===== config.mk =====
export PLATFORM = sky130hd
export DESIGN_NAME = osd_ctm_mor1kx_trace_qual
export DESIGN_NICKNAME = d
export VERILOG_FILES = /design/src/rtl/osd_ctm_mor1kx_trace_qual_pkg.sv /design/src/rtl/osd_ctm_mor1kx_trace_qual_br_resolve.sv /design/src/rtl/osd_ctm_mor1kx_trace_qual.sv
export SDC_FILE = /design/constraint.sdc
export NUM_CORES = 1
export LEC_CHECK = 0
export BUFFER_PORTS_ARGS = -buffer_cell sky130_fd_sc_hd__buf_2
export CAP_MARGIN = 20
export CORE_MARGIN = 5
export CORE_UTILIZATION = 46
export CTS_CLUSTER_SIZE = 8
export DETAILED_ROUTE_END_ITERATION = 12
export PLACE_DENSITY = 0.7
export SETUP_SLACK_MARGIN = 0.2
export SYNTH_ARGS = -nofsm -noshare
export SYNTH_HDL_FRONTEND = slang
export SYNTH_SLANG_ARGS = --single-unit

===== constraint.sdc =====
create_clock -name clk -period 8.95 [get_ports clk]
set_input_delay 0.895 -clock clk [delete_from_list [all_inputs] [get_ports clk]]
set_output_delay 0.895 -clock clk [all_outputs]
set_load 0.02 [all_outputs]

===== src/rtl/osd_ctm_mor1kx_trace_qual_pkg.sv =====
// Shared OSD definitions: mor1kx trace sample, OR1K opcodes and CTM control-event record.
package opensocdebug;

    localparam logic [5:0] OR1K_OP_JAL  = 6'h01;
    localparam logic [5:0] OR1K_OP_BNF  = 6'h03;
    localparam logic [5:0] OR1K_OP_BF   = 6'h04;
    localparam logic [5:0] OR1K_OP_JR   = 6'h11;
    localparam logic [5:0] OR1K_OP_JALR = 6'h12;
    localparam logic [4:0] OR1K_REG_LR  = 5'd9;

    typedef struct packed {
        logic        valid;
        logic [31:0] pc;
        logic [31:0] npc;
        logic [31:0] insn;
    } mor1kx_trace_exec;

    // Fields sized for the widest supported build; users keep the low ADDR_WIDTH/TIME_WIDTH bits
    typedef struct packed {
        logic [31:0] pc;
        logic [31:0] npc;
        logic        jal;
        logic        jalr;
        logic        branch;
        logic        br_taken;
        logic [63:0] tstamp;
    } ctm_ctrl_event_t;

    typedef enum logic [1:0] {
        BR_IDLE,
        BR_DSLOT,
        BR_TARGET
    } br_state_e;

endpackage


===== src/rtl/osd_ctm_mor1kx_trace_qual_br_resolve.sv =====
// Conditional-branch resolver: skips the delay slot and resolves taken/not-taken on the next sample.
module osd_ctm_mor1kx_br_resolve
    import opensocdebug::*;
#(
    parameter int unsigned ADDR_WIDTH = 32,
    parameter int unsigned TIME_WIDTH = 32
) (
    input  logic                  clk,
    input  logic                  rst,
    input  logic                  sample_valid,
    input  logic [ADDR_WIDTH-1:0] sample_pc,
    input  logic                  sample_branch,
    input  logic [TIME_WIDTH-1:0] cnt,
    output logic                  res_valid,
    output ctm_ctrl_event_t       res_ev
);

    br_state_e             state, state_nxt;
    logic                  capture;
    logic [ADDR_WIDTH-1:0] br_pc;
    logic [TIME_WIDTH-1:0] br_time;

    always_ff @(posedge clk or posedge rst) begin
        if (rst) begin
            state   <= BR_IDLE;
            br_pc   <= '0;
            br_time <= '0;
        end else begin
            state <= state_nxt;
            if (capture) begin
                br_pc   <= sample_pc;
                br_time <= cnt;
            end
        end
    end

    always_comb begin
        state_nxt = state;
        capture   = 1'b0;
        res_valid = 1'b0;
        if (sample_valid) begin
            case (state)
                BR_IDLE: begin
                    if (sample_branch) begin
                        capture   = 1'b1;
                        state_nxt = BR_DSLOT;
                    end
                end
                BR_DSLOT: state_nxt = BR_TARGET;
                BR_TARGET: begin
                    res_valid = 1'b1;
                    // A branch at the target restarts resolution immediately
                    if (sample_branch) begin
                        capture   = 1'b1;
                        state_nxt = BR_DSLOT;
                    end else begin
                        state_nxt = BR_IDLE;
                    end
                end
                default: state_nxt = BR_IDLE;
            endcase
        end
    end

    always_comb begin
        res_ev          = '0;
        res_ev.pc       = 32'(br_pc);
        res_ev.npc      = 32'(sample_pc);
        res_ev.branch   = 1'b1;
        res_ev.br_taken = (sample_pc != br_pc + ADDR_WIDTH'(8));
        res_ev.tstamp   = 64'(br_time);
    end

endmodule


===== src/rtl/osd_ctm_mor1kx_trace_qual.sv =====
// mor1kx -> CTM trace qualifier: emits timestamped calls/returns, and branches when
// OSD_CTM_MOR1KX_TRACE_QUAL_BRANCH_EN is defined.
module osd_ctm_mor1kx_trace_qual
    import opensocdebug::*;
#(
    parameter int unsigned ADDR_WIDTH = 32,
    parameter int unsigned TIME_WIDTH = 32
) (
    input  logic                  clk,
    input  logic                  rst,
    input  mor1kx_trace_exec      trace_port,
    output logic                  trace_valid,
    output logic [ADDR_WIDTH-1:0] trace_pc,
    output logic [ADDR_WIDTH-1:0] trace_npc,
    output logic                  trace_jal,
    output logic                  trace_jalr,
    output logic                  trace_branch,
    output logic                  trace_br_taken,
    output logic [TIME_WIDTH-1:0] trace_time,
    output logic                  overflow
);

    logic [TIME_WIDTH-1:0] cnt;
    logic [5:0]            opcode;
    logic                  is_call, is_ret, is_new;
    ctm_ctrl_event_t       new_ev, res_ev, hold_ev, out_ev, emit_ev;
    logic                  res_valid, hold_valid, out_valid;
    logic                  emit, hold_load, hold_clr, drop;

    assign opcode  = trace_port.insn[31:26];
    assign is_call = trace_port.valid && (opcode == OR1K_OP_JAL || opcode == OR1K_OP_JALR);
    assign is_ret  = trace_port.valid && opcode == OR1K_OP_JR &&
                     trace_port.insn[15:11] == OR1K_REG_LR;
    assign is_new  = is_call || is_ret;

    always_comb begin
        new_ev        = '0;
        new_ev.pc     = 32'(trace_port.pc[ADDR_WIDTH-1:0]);
        new_ev.npc    = 32'(trace_port.npc[ADDR_WIDTH-1:0]);
        new_ev.jal    = is_call;
        new_ev.jalr   = is_ret;
        new_ev.tstamp = 64'(cnt);
    end

`ifdef OSD_CTM_MOR1KX_TRACE_QUAL_BRANCH_EN
    logic is_branch;
    assign is_branch = trace_port.valid && (opcode == OR1K_OP_BNF || opcode == OR1K_OP_BF);

    osd_ctm_mor1kx_br_resolve #(
        .ADDR_WIDTH(ADDR_WIDTH),
        .TIME_WIDTH(TIME_WIDTH)
    ) u_br_resolve (
        .clk          (clk),
        .rst          (rst),
        .sample_valid (trace_port.valid),
        .sample_pc    (trace_port.pc[ADDR_WIDTH-1:0]),
        .sample_branch(is_branch),
        .cnt          (cnt),
        .res_valid    (res_valid),
        .res_ev       (res_ev)
    );

    assign trace_branch   = out_ev.branch;
    assign trace_br_taken = out_ev.br_taken;
`else
    assign res_valid      = 1'b0;
    assign res_ev         = '0;
    assign trace_branch   = 1'b0;
    assign trace_br_taken = 1'b0;
`endif

    // One slot per cycle: resolved branch > held event > new call/return
    always_comb begin
        emit      = 1'b0;
        emit_ev   = '0;
        hold_load = 1'b0;
        hold_clr  = 1'b0;
        drop      = 1'b0;
        if (res_valid) begin
            emit    = 1'b1;
            emit_ev = res_ev;
        end else if (hold_valid) begin
            emit     = 1'b1;
            emit_ev  = hold_ev;
            hold_clr = 1'b1;
        end else if (is_new) begin
            emit    = 1'b1;
            emit_ev = new_ev;
        end
        if (is_new && (res_valid || hold_valid)) begin
            if (hold_valid) drop = 1'b1;
            else            hold_load = 1'b1;
        end
    end

    always_ff @(posedge clk or posedge rst) begin
        if (rst) begin
            cnt        <= '0;
            hold_valid <= 1'b0;
            hold_ev    <= '0;
            out_valid  <= 1'b0;
            out_ev     <= '0;
            overflow   <= 1'b0;
        end else begin
            cnt       <= cnt + TIME_WIDTH'(1);
            out_valid <= emit;
            if (emit) out_ev <= emit_ev;
            if (hold_load) begin
                hold_valid <= 1'b1;
                hold_ev    <= new_ev;
            end else if (hold_clr) begin
                hold_valid <= 1'b0;
            end
            if (drop) overflow <= 1'b1;
        end
    end

    assign trace_valid = out_valid;
    assign trace_pc    = out_ev.pc[ADDR_WIDTH-1:0];
    assign trace_npc   = out_ev.npc[ADDR_WIDTH-1:0];
    assign trace_jal   = out_ev.jal;
    assign trace_jalr  = out_ev.jalr;
    assign trace_time  = out_ev.tstamp[TIME_WIDTH-1:0];

    logic unused_bits;
    assign unused_bits = ^{trace_port, out_ev};

endmodule

==> summary by stage, run 1 <==
Setup path
In this run the worst setup path begins at trace_port[29]. For this design, the slowest cell found on the critical path is buf_4. The capturing element of the worst setup path is trace_time[23]. Of all nets on the critical path, the largest fanout is 55. The peak per-stage delay on the critical path is 0.59 ns. The critical path is of the primary input to flop type. The cell depth of the worst flop-to-flop path is 4. The capturing element type of the critical path is a flop.

The data arrival time at the worst-slack endpoint is approximately 3.1 ns. STA puts the critical path data required time at between 9 and 10 ns. The critical register-to-register path startpoint is hold_valid. The critical path goes through buf_2 -> nor4b_2 -> o21a_4 -> buf_4 -> a21oi_1 -> a2bb2oi_1. The worst setup path is launched from a primary input. The setup slack of the worst register-to-register path is roughly 7 ns. The endpoint of the lowest-slack register-to-register path is trace_jalr.

Die
The floorplan step defined a die boundary enclosing 22100 µm². The y dimension of the die is 149 µm. For this configuration, the core starts out at a cell density of a little under half. The standard-cell row count is 50. Measured along the x axis, the die boundary spans 149 µm. The I/O pin count is 201. The core region is between 15000 and 20000 µm².

Logic synthesis
The post-synthesis mux area share is 0%. By area the synthesized netlist is led by dfrtp_1 65%, a2bb2oi_1 8.2%, a21oi_1 5.2%. The number of different library cells in the post-synthesis netlist is 38. The number of storage elements in the synthesis netlist is 231.

Summing the areas of all fa, ha and maj instances in the mapped netlist gives 0.142% of the synthesized area. The synthesized netlist devotes under 10% of its cell area to simple gates. The number of instances in the synthesized netlist is 781.

The synthesized netlist occupies a cell area of between 8000 and 9000 µm². The share of the synthesized netlist area taken by xor and xnor gates is 2.98%. Summing the sequential cell areas from Yosys gives between 60% and 70% of the chip area.

The main combinational cell family by area after synthesis is compound AO/OA/AOI/OAI gates. The largest area contributor in the netlist is dfrtp_1. The post-synthesis area per instance is 11.3 µm². Summing the areas of all compound-gate instances in the mapped netlist gives 15.4% of the synthesized area.

Yosys printed 0 warnings. The top cell type's share of synthesized area is between 60% and 70%.

Clock tree
The sink count of the clock tree is around 230. For this design, the CTS-stage hold fixing added 0 buffers. Counting along the longest clock path gives a buffer depth of 3. The clock buffer count from CTS is 34.

The worst-skew pair later-pin latency is 0.48 ns. After clock tree synthesis, the clock-pin slew on the worst setup and hold paths is 0.05 ns. The H-tree was split into 2 levels. The clock tree from TritonCTS is built. The post-CTS setup-driven buffer insertion count is 0.

CTS placed an instance of clkbuf_16 at the clock tree root. After clock tree synthesis, the repair step resized 0 gates.

Power and ir drop
The completed layout was analyzed and its total power is roughly 2.4 mW. The power density over the cells is approximately 230 nW/µm². The static power due to leakage is around 5.4 nW. Across the VDD grid, the largest voltage drop is 0.120 mV.

Detailed routing
In the final routed layout, each cell accounts on average for 16.5 µm. The violation count after the first detailed-routing iteration is 257. The amount of wire on met3 after detailed routing is 1510 µm. Summed over all nets, wire length on met2 after detailed routing comes to 8410 µm. The final layout contains routed wiring with a total length of 18600 µm. The detail route stage leaves a number of antenna-violating nets equal to 0. In the routed design, unresolved DRC markers number 0. The uppermost layer routed is met4.

Before antenna repair, the detailed router went through 4 iterations. The via-per-instance ratio is 4.97. The post-route met1 wirelength is 8340 µm. The routed layout has 5575 vias.

Timing
Setup repair after global routing left no endpoint under its margin. The count of final hold-check violations is 0. The worst path setup slack after routing is slightly above 6 ns. The final critical path takes up 30.7% of the cycle. The slew at the pin with the worst max-slew slack is 1.04 ns. The final setup TNS is 0 ns.

The relative slew slack is a little under a third. Static timing analysis puts the maximum clock frequency at 0.363 GHz. The clock tree skew after final layout is 0.0102 ns.

The number of failing setup endpoints in the final timing report is 0. The post-route minimum period is around 2.8 ns. The count of pins over their slew limit is 0.

Placement
The final estimated routing congestion in global placement is between 0.7 and 0.8. Summed over all nets, the half-perimeter wirelength after detailed placement is 11400 µm. The total placed instance area is 9540 µm². Including well taps, the total number of placed cells is 1083.

The count of buffers from port buffering is 177. Timing analysis after detailed placement gives a worst setup slack of 5.68 ns.

Min path
The tightest min-delay check is of the flop to flop type.

GRT
The largest net degree at the start of global routing is 94. Global routing used 17.3% of the available tracks. The via count of the first global-routing pass is 5919.

The first global-routing pass estimated slightly above 30000 µm of wire. The number of antenna violations at the first check in global routing is 0. For this run the aggregate overflow at the end of global routing stands at 0.

Cells and area
The share of post-route cells with drive strength above 1 is 27.6%. Summing all non-filler instances in the final layout gives an area of roughly 10000 µm². The filler cells instantiated in the layout total between 1500 and 2000.

The final layout net count is 959. Excluding fillers, the count of instances in the completed layout stands at between 1000 and 1500. Relative to the synthesized area, the layout overhead comes to 18.7%. The repair_antennas step left the layout with diodes totalling 0.

Status
The flow ran to the end, and the final reports show no timing, DRC or antenna violations.

Job
Max-cap violations in this run came to 0.
final cells by class:
| class | instances | area (µm²) | share of cell area [%] |
|---|---|---|---|
| flip-flops and latches | 231 | 5780 | 55.2 |
| multi-input cells | 405 | 2460 | 23.5 |
| repair buffers | 184 | 951 | 9.08 |
| clock buffers | 39 | 933 | 8.91 |
| well taps | 260 | 325 | 3.11 |
| inverters | 3 | 20.0 | 0.191 |
cell families (layout without fill, tap and decap cells):
group           count (synthesis)  in the layout
simple gates                  178            178
fa+ha+maj                       1              1
xor+xnor                       30             30
flops                         231            231
buf+inv                       147            226
other cells                     1              3
compound gates                193            193
through the flow:
stage / util [%] / hold slack, ns
floorplan: - / 0.429
global placement: 50.6 / 0.365
detailed placement: 50.7 / 0.366
CTS: 55.6 / 0.376
global route: 55.6 / 0.385
finish: 55.6 / 0.371
worst min path at each step:
stage | start | end | slack [ns] | cells past startpoint
after floorplan | hold_ev[67] | hold_ev[67] | 0.43 | 1
after global placement | hold_ev[105] | hold_ev[105] | 0.37 | 0
after detailed placement | hold_ev[103] | hold_ev[103] | 0.37 | 0
after CTS | hold_ev[81] | hold_ev[81] | 0.38 | 0
after global routing | hold_ev[104] | hold_ev[104] | 0.38 | 0
final | hold_ev[81] | hold_ev[81] | 0.37 | 0
sequential cells by signal, summed over array words and instances, names as in the netlist:
| name | cells |
|---|---|
| trace_pc | 32 |
| trace_jal | 1 |
| cnt | 32 |
| hold_ev | 98 |
| trace_npc | 32 |
| hold_valid | 1 |
| trace_valid | 1 |
| overflow | 1 |
| trace_time | 32 |
| trace_jalr | 1 |
cell usage after synthesis:
cell type	instances
clkinv_1	1
a22oi_1	1
buf_4	4
a2bb2oi_2	6
nor4_4	1
o22ai_1	1
clkbuf_1	121
o21ai_0	1
o21a_1	1
nor4b_2	1
a31oi_1	7
a21o_1	1
buf_6	4
nand4_1	5
and3_1	9
inv_1	2
conb_1	1
ha_1	1
and4_1	4
nand3b_1	1
or3_1	1
xnor2_1	18
buf_2	9
a21oi_1	91
nand2_1	121
or2_1	1
nor2_1	17
nand3_1	11
nand2b_4	1
nand3_2	1
or2_2	1
dfrtp_1	231
xor2_1	12
a2bb2oi_1	83
buf_1	6
o21ai_2	1
nor3_1	2
nor3_2	1
cells in the final DEF, fill, tap and decap left out, types with 2 or more instances in the layout:
master     count
nor3_1         2
nor2_1        17
buf_2        177
nand2_1      121
and3_1         9
nand4_1        5
buf_4          6
a21oi_1       91
a31oi_1        7
clkbuf_16     37
xor2_1        12
conb_1         3
xnor2_1       18
dfrtp_1      230
a2bb2oi_2      6
nand3_1       11
and4_1         4
a2bb2oi_1     83
clkbuf_1       2
layer usage:
metal | up-vias | GRT usage [%]
met5 | - | 0
met4 | 0 | 5.17
met3 | 25 | 5.64
met2 | 174 | 26.2
met1 | 2642 | 24.1
li1 | 2734 | -
report_power, final:
group / leakage, nW / switching (mW) / internal, mW
clock network: 0.458 / 0.400 / 0.720
logic: 1.89 / 0.123 / 0.0660
registers: 3.06 / 0.0163 / 1.08
worst max-delay path, delay by kind of cell:
family | cells | cell delay (ns)
AOI/OAI and AO/OA | 3 | 0.91
buffers and inverters | 2 | 0.70
and+or+nand+nor | 1 | 0.56
(Power assumes the default switching activity.)
==> run 2: changes to the inputs <==
ABC_AREA = 1   (was unset)
PLACE_DENSITY = 0.69   (was 0.7)
clock period = 2.6 ns   (was 8.95 ns; I/O delays follow)
==> run 2 against run 1 <==
Register-to-register slack worse by 6.1 ns. Non-clock buffer count is 9 higher. Critical endpoint is now trace_jalr. Clock skew is 0.0035 ns higher. Via count is 31% higher. Synthesized area is 15% higher. Worst setup slack worse by 5.3 ns. Sequential power grew to 3.3 times the previous value. Clock power grew to 3.4 times the previous value. Synthesized cell count is 49% higher. Clock-buffer cell count is 2 lower.
==> summary by stage, run 2 <==
Cells and area
The share of post-route cells with drive strength above 1 is 25.0% (-2.6 points). The layout overhead on the synthesized area is 15.7%. The final layout net count is 1341 (+40%). The largest register by flop count is hold_ev. The library cells used most frequently in the layout, excluding fill and tap cells, are 241 x nand2_1, 230 x dfrtp_1, 182 x nand3_1. The final core area utilization is 53.9% (-1.7 points). The final instance count without filler cells is 1523 (+36%). The number of inserted diodes is 0 (unchanged).

The number of inserted filler cells in the final layout is 2015 (+27%). The flip-flop count of the largest register after layout is 98 (unchanged). The most common library cell in the layout ignoring fill and taps is nand2_1.

Detailed routing
The via-per-instance ratio is 4.80 (-3.4%). The DRC violations left was 0 (unchanged). The detailed-route via count came to 7309 (+31%).

The post-route antenna net violation count is 0 (unchanged). The number of detailed-route iterations in the first pass came to 4 (unchanged). The post-detailed-routing wire length is 22100 µm (+19%). The violation count after the first detailed-routing iteration is 503 (+96%). The final routed wire length divided by cell count is 14.5 µm (-12%).

GRT
The highest-utilization routing layer at the global route stage is met2. The routing usage on met1 came to 23.9% (-0.14 points). The overall track demand over capacity in global routing came to 17.6% (+0.32 points). The via count of the first global-routing pass is 7384 (+25%). The met3 usage is 3.72% (-1.9 points).

The largest net degree at the start of global routing was 195 (+110%). The number of antenna violations at the first check in global routing is 0 (unchanged). The total overflow reported by the global router is 0 (unchanged).

The first-pass GRT wire length is 36700 µm (+18%). The global-route track usage on met2 came to 28.8% (+2.6 points).

Placement
The final estimated routing congestion in global placement is 0.896 (+17%). The count of buffers from port buffering is 177 (unchanged). The count of placed standard cells including taps came to 1484 (+37%). The half-perimeter wire length after placement is 14100 µm (+24%).

Clock tree
The CTS root buffer is clkbuf_16. The worst-skew pair later-pin latency is 0.48 ns (about the same). The number of H-tree branching levels is 2 (unchanged). The clock-pin slew on the worst setup and hold paths is 0.05 ns (about the same). TritonCTS built the clock tree.

The sink count of the clock tree is 231 (unchanged). The largest buffer count on any clock path is 3 (unchanged). The clock buffer count from CTS is 34 (unchanged). The post-CTS setup-driven buffer insertion count is 0 (unchanged).

Logic synthesis
The cell area after technology mapping was 10200 µm² (+15%). The number of storage elements in the synthesis netlist is 231 (unchanged). By count the netlist is led by 242 x nand2_1, 231 x dfrtp_1, 182 x nand3_1, 129 x nor2_1, 117 x clkbuf_1. The post-synthesis area per instance is 8.74 µm² (-23%). The top cell type's share of synthesized area is 56.8% (-8.6 points).

The dominant register cell in the synthesized netlist is dfrtp_1. The sequential cell area fraction in the yosys report was 56.8% (-8.6 points). The yosys synthesis warning count is 0 (unchanged). By instance count, the leading cell after synthesis is nand2_1.

The fraction of registers with async set or reset after synthesis is 100% (unchanged). The number of instances in the synthesized netlist came to 1163 (+49%). By area the synthesized netlist is led by dfrtp_1 57%, nand3_1 9.0%, nand2_1 8.9%. The number of different library cells in the post-synthesis netlist is 28 (-26%). dfrtp_1 takes more of the synthesized area than any other cell.

The number of enable flip-flop cells after synthesis was 0 (unchanged).

Die
The area inside the core boundary is 21800 µm² (+16%). The I/O pin count came to 201 (unchanged). The x dimension of the die was 159 µm (+6.8%).

The initial core utilization was 46.6% (-0.29 points). The area of the die was 25200 µm² (+14%). The standard-cell row count is 54 (+8.0%).

The y dimension of the die was 159 µm (+6.8%).

Setup path
The launching element type of the critical path is a flop. The required time of the worst setup path is 2.92 ns (-6.42 ns). The largest fanout on the critical path is 194 (+250%).

The data arrival time at the worst-slack endpoint came to 2.06 ns (-1.08 ns). STA classifies the critical path endpoint as a flop. By startpoint and endpoint, the worst setup path is classified as flop to flop.

Timing
The achievable clock frequency is around 0.57 GHz. The worst path in the final design needs a cycle of 1.74 ns, including I/O delays and setup. The worst-case hold slack came to 0.103 ns (-0.267 ns). Setup repair after global routing left no endpoint under its margin. The slew at the pin with the worst max-slew slack is 0.931 ns (-0.112 ns). The number of failing setup endpoints in the final timing report is 0 (unchanged). The relative slew slack came to 37.9% (+7.4 points). The clock tree skew after final layout is 0.0136 ns (+0.00348 ns).

The count of pins over their slew limit is 0 (unchanged). The count of final hold-check violations is 0 (unchanged). After layout, the worst path uses 66.9% of the clock period.

Min path
The tightest min-delay check is of the primary input to flop type.

Status
The flow ran to the end, and the final reports show no timing, DRC or antenna violations.

Power and ir drop
The power density over the cells is 660 nW/µm² (+190%). The static power due to leakage is 6.57 nW (+21%). The worst vdd rail ir drop was 0.400 mV (+230%).

Job
The number of max-cap violations is 0 (unchanged).
## run 2: changes by cell type after synthesis, moves of 18 or more
| cell | before | now |
|---|---|---|
| a21oi_1 | 91 | 0 |
| nand3_2 | 1 | 32 |
| a2bb2oi_1 | 83 | 0 |
| nand2_2 | 0 | 31 |
| nand3_1 | 11 | 182 |
| xnor2_1 | 18 | 0 |
| nand2_1 | 121 | 242 |
| inv_1 | 2 | 106 |
| nor2_1 | 17 | 129 |
## run 2: stage by stage
stage,setup WS (ns),TNS (ns),cell area [µm²],power [mW]
floorplan,-0.682,-157.53,10200,3.91
global placement,0.951,0,10900,4.05
detailed placement,0.910,0,10900,4.05
CTS,0.957,0,11800,7.90
global route,0.795,0,11800,8.09
finish,0.861,0,11800,7.76
## run 2: area by class of cell
type | instances | area (µm²) | area share, %
inverters | 109 | 413 | 3.51
well taps | 280 | 350 | 2.98
clock buffers | 37 | 883 | 7.51
flip-flops and latches | 231 | 5780 | 49.2
multi-input cells | 672 | 3260 | 27.7
clock inverters | 1 | 8.76 | 0.0744
repair buffers | 193 | 1070 | 9.10
## run 2: path summary, 6_finish.rpt
path | startpoint | endpoint | slack (ns) | depth (start not counted)
min | trace_port[47] | trace_npc[15] | 0.10 | 5
min reg2reg | hold_ev[109] | hold_ev[109] | 0.37 | 0
max reg2reg | hold_valid | trace_jalr | 0.86 | 4
min in group asynchronous | rst | hold_ev[127] | 0.39 | 3
max in group asynchronous | rst | trace_npc[29] | 1.33 | 5
max | hold_valid | trace_jalr | 0.86 | 4
## run 2: what timing repair did
item	4_1_cts	5_1_grt
gates resized for setup	0	0
endpoints found under the hold margin	20	0
hold buffers	1	0
## run 2: cell families after synthesis
group                      synth area share, %
and+or+nand+nor                           29.8
xor gates and xnor gates                  1.64
adders and majority gates                0.123
buffers and inverters                     11.3
DFF                                       56.8
AOI/OAI and AO/OA                        0.221
other                                   0.0369
## run 2: metal layers
layer  routed length (µm)  up-vias
li1                     -     3669
met1                 9770     3440
met2                10600      153
met3                 1150       47
met4                  546        0
met5                    0        -
## run 2: report_power, final
part	switching, mW	total (mW)	internal, mW
Sequential	0.00961	3.63	3.62
Clock	1.41	3.78	2.36
Combinational	0.248	0.356	0.107
Total	1.67	7.76	6.09
## run 2: critical path, cell delays in order, from the launching register on
cell     delay, ns
dfrtp_4       0.44
buf_12        0.51
inv_1         0.17
nor2_1        0.12
o21ai_0       0.09
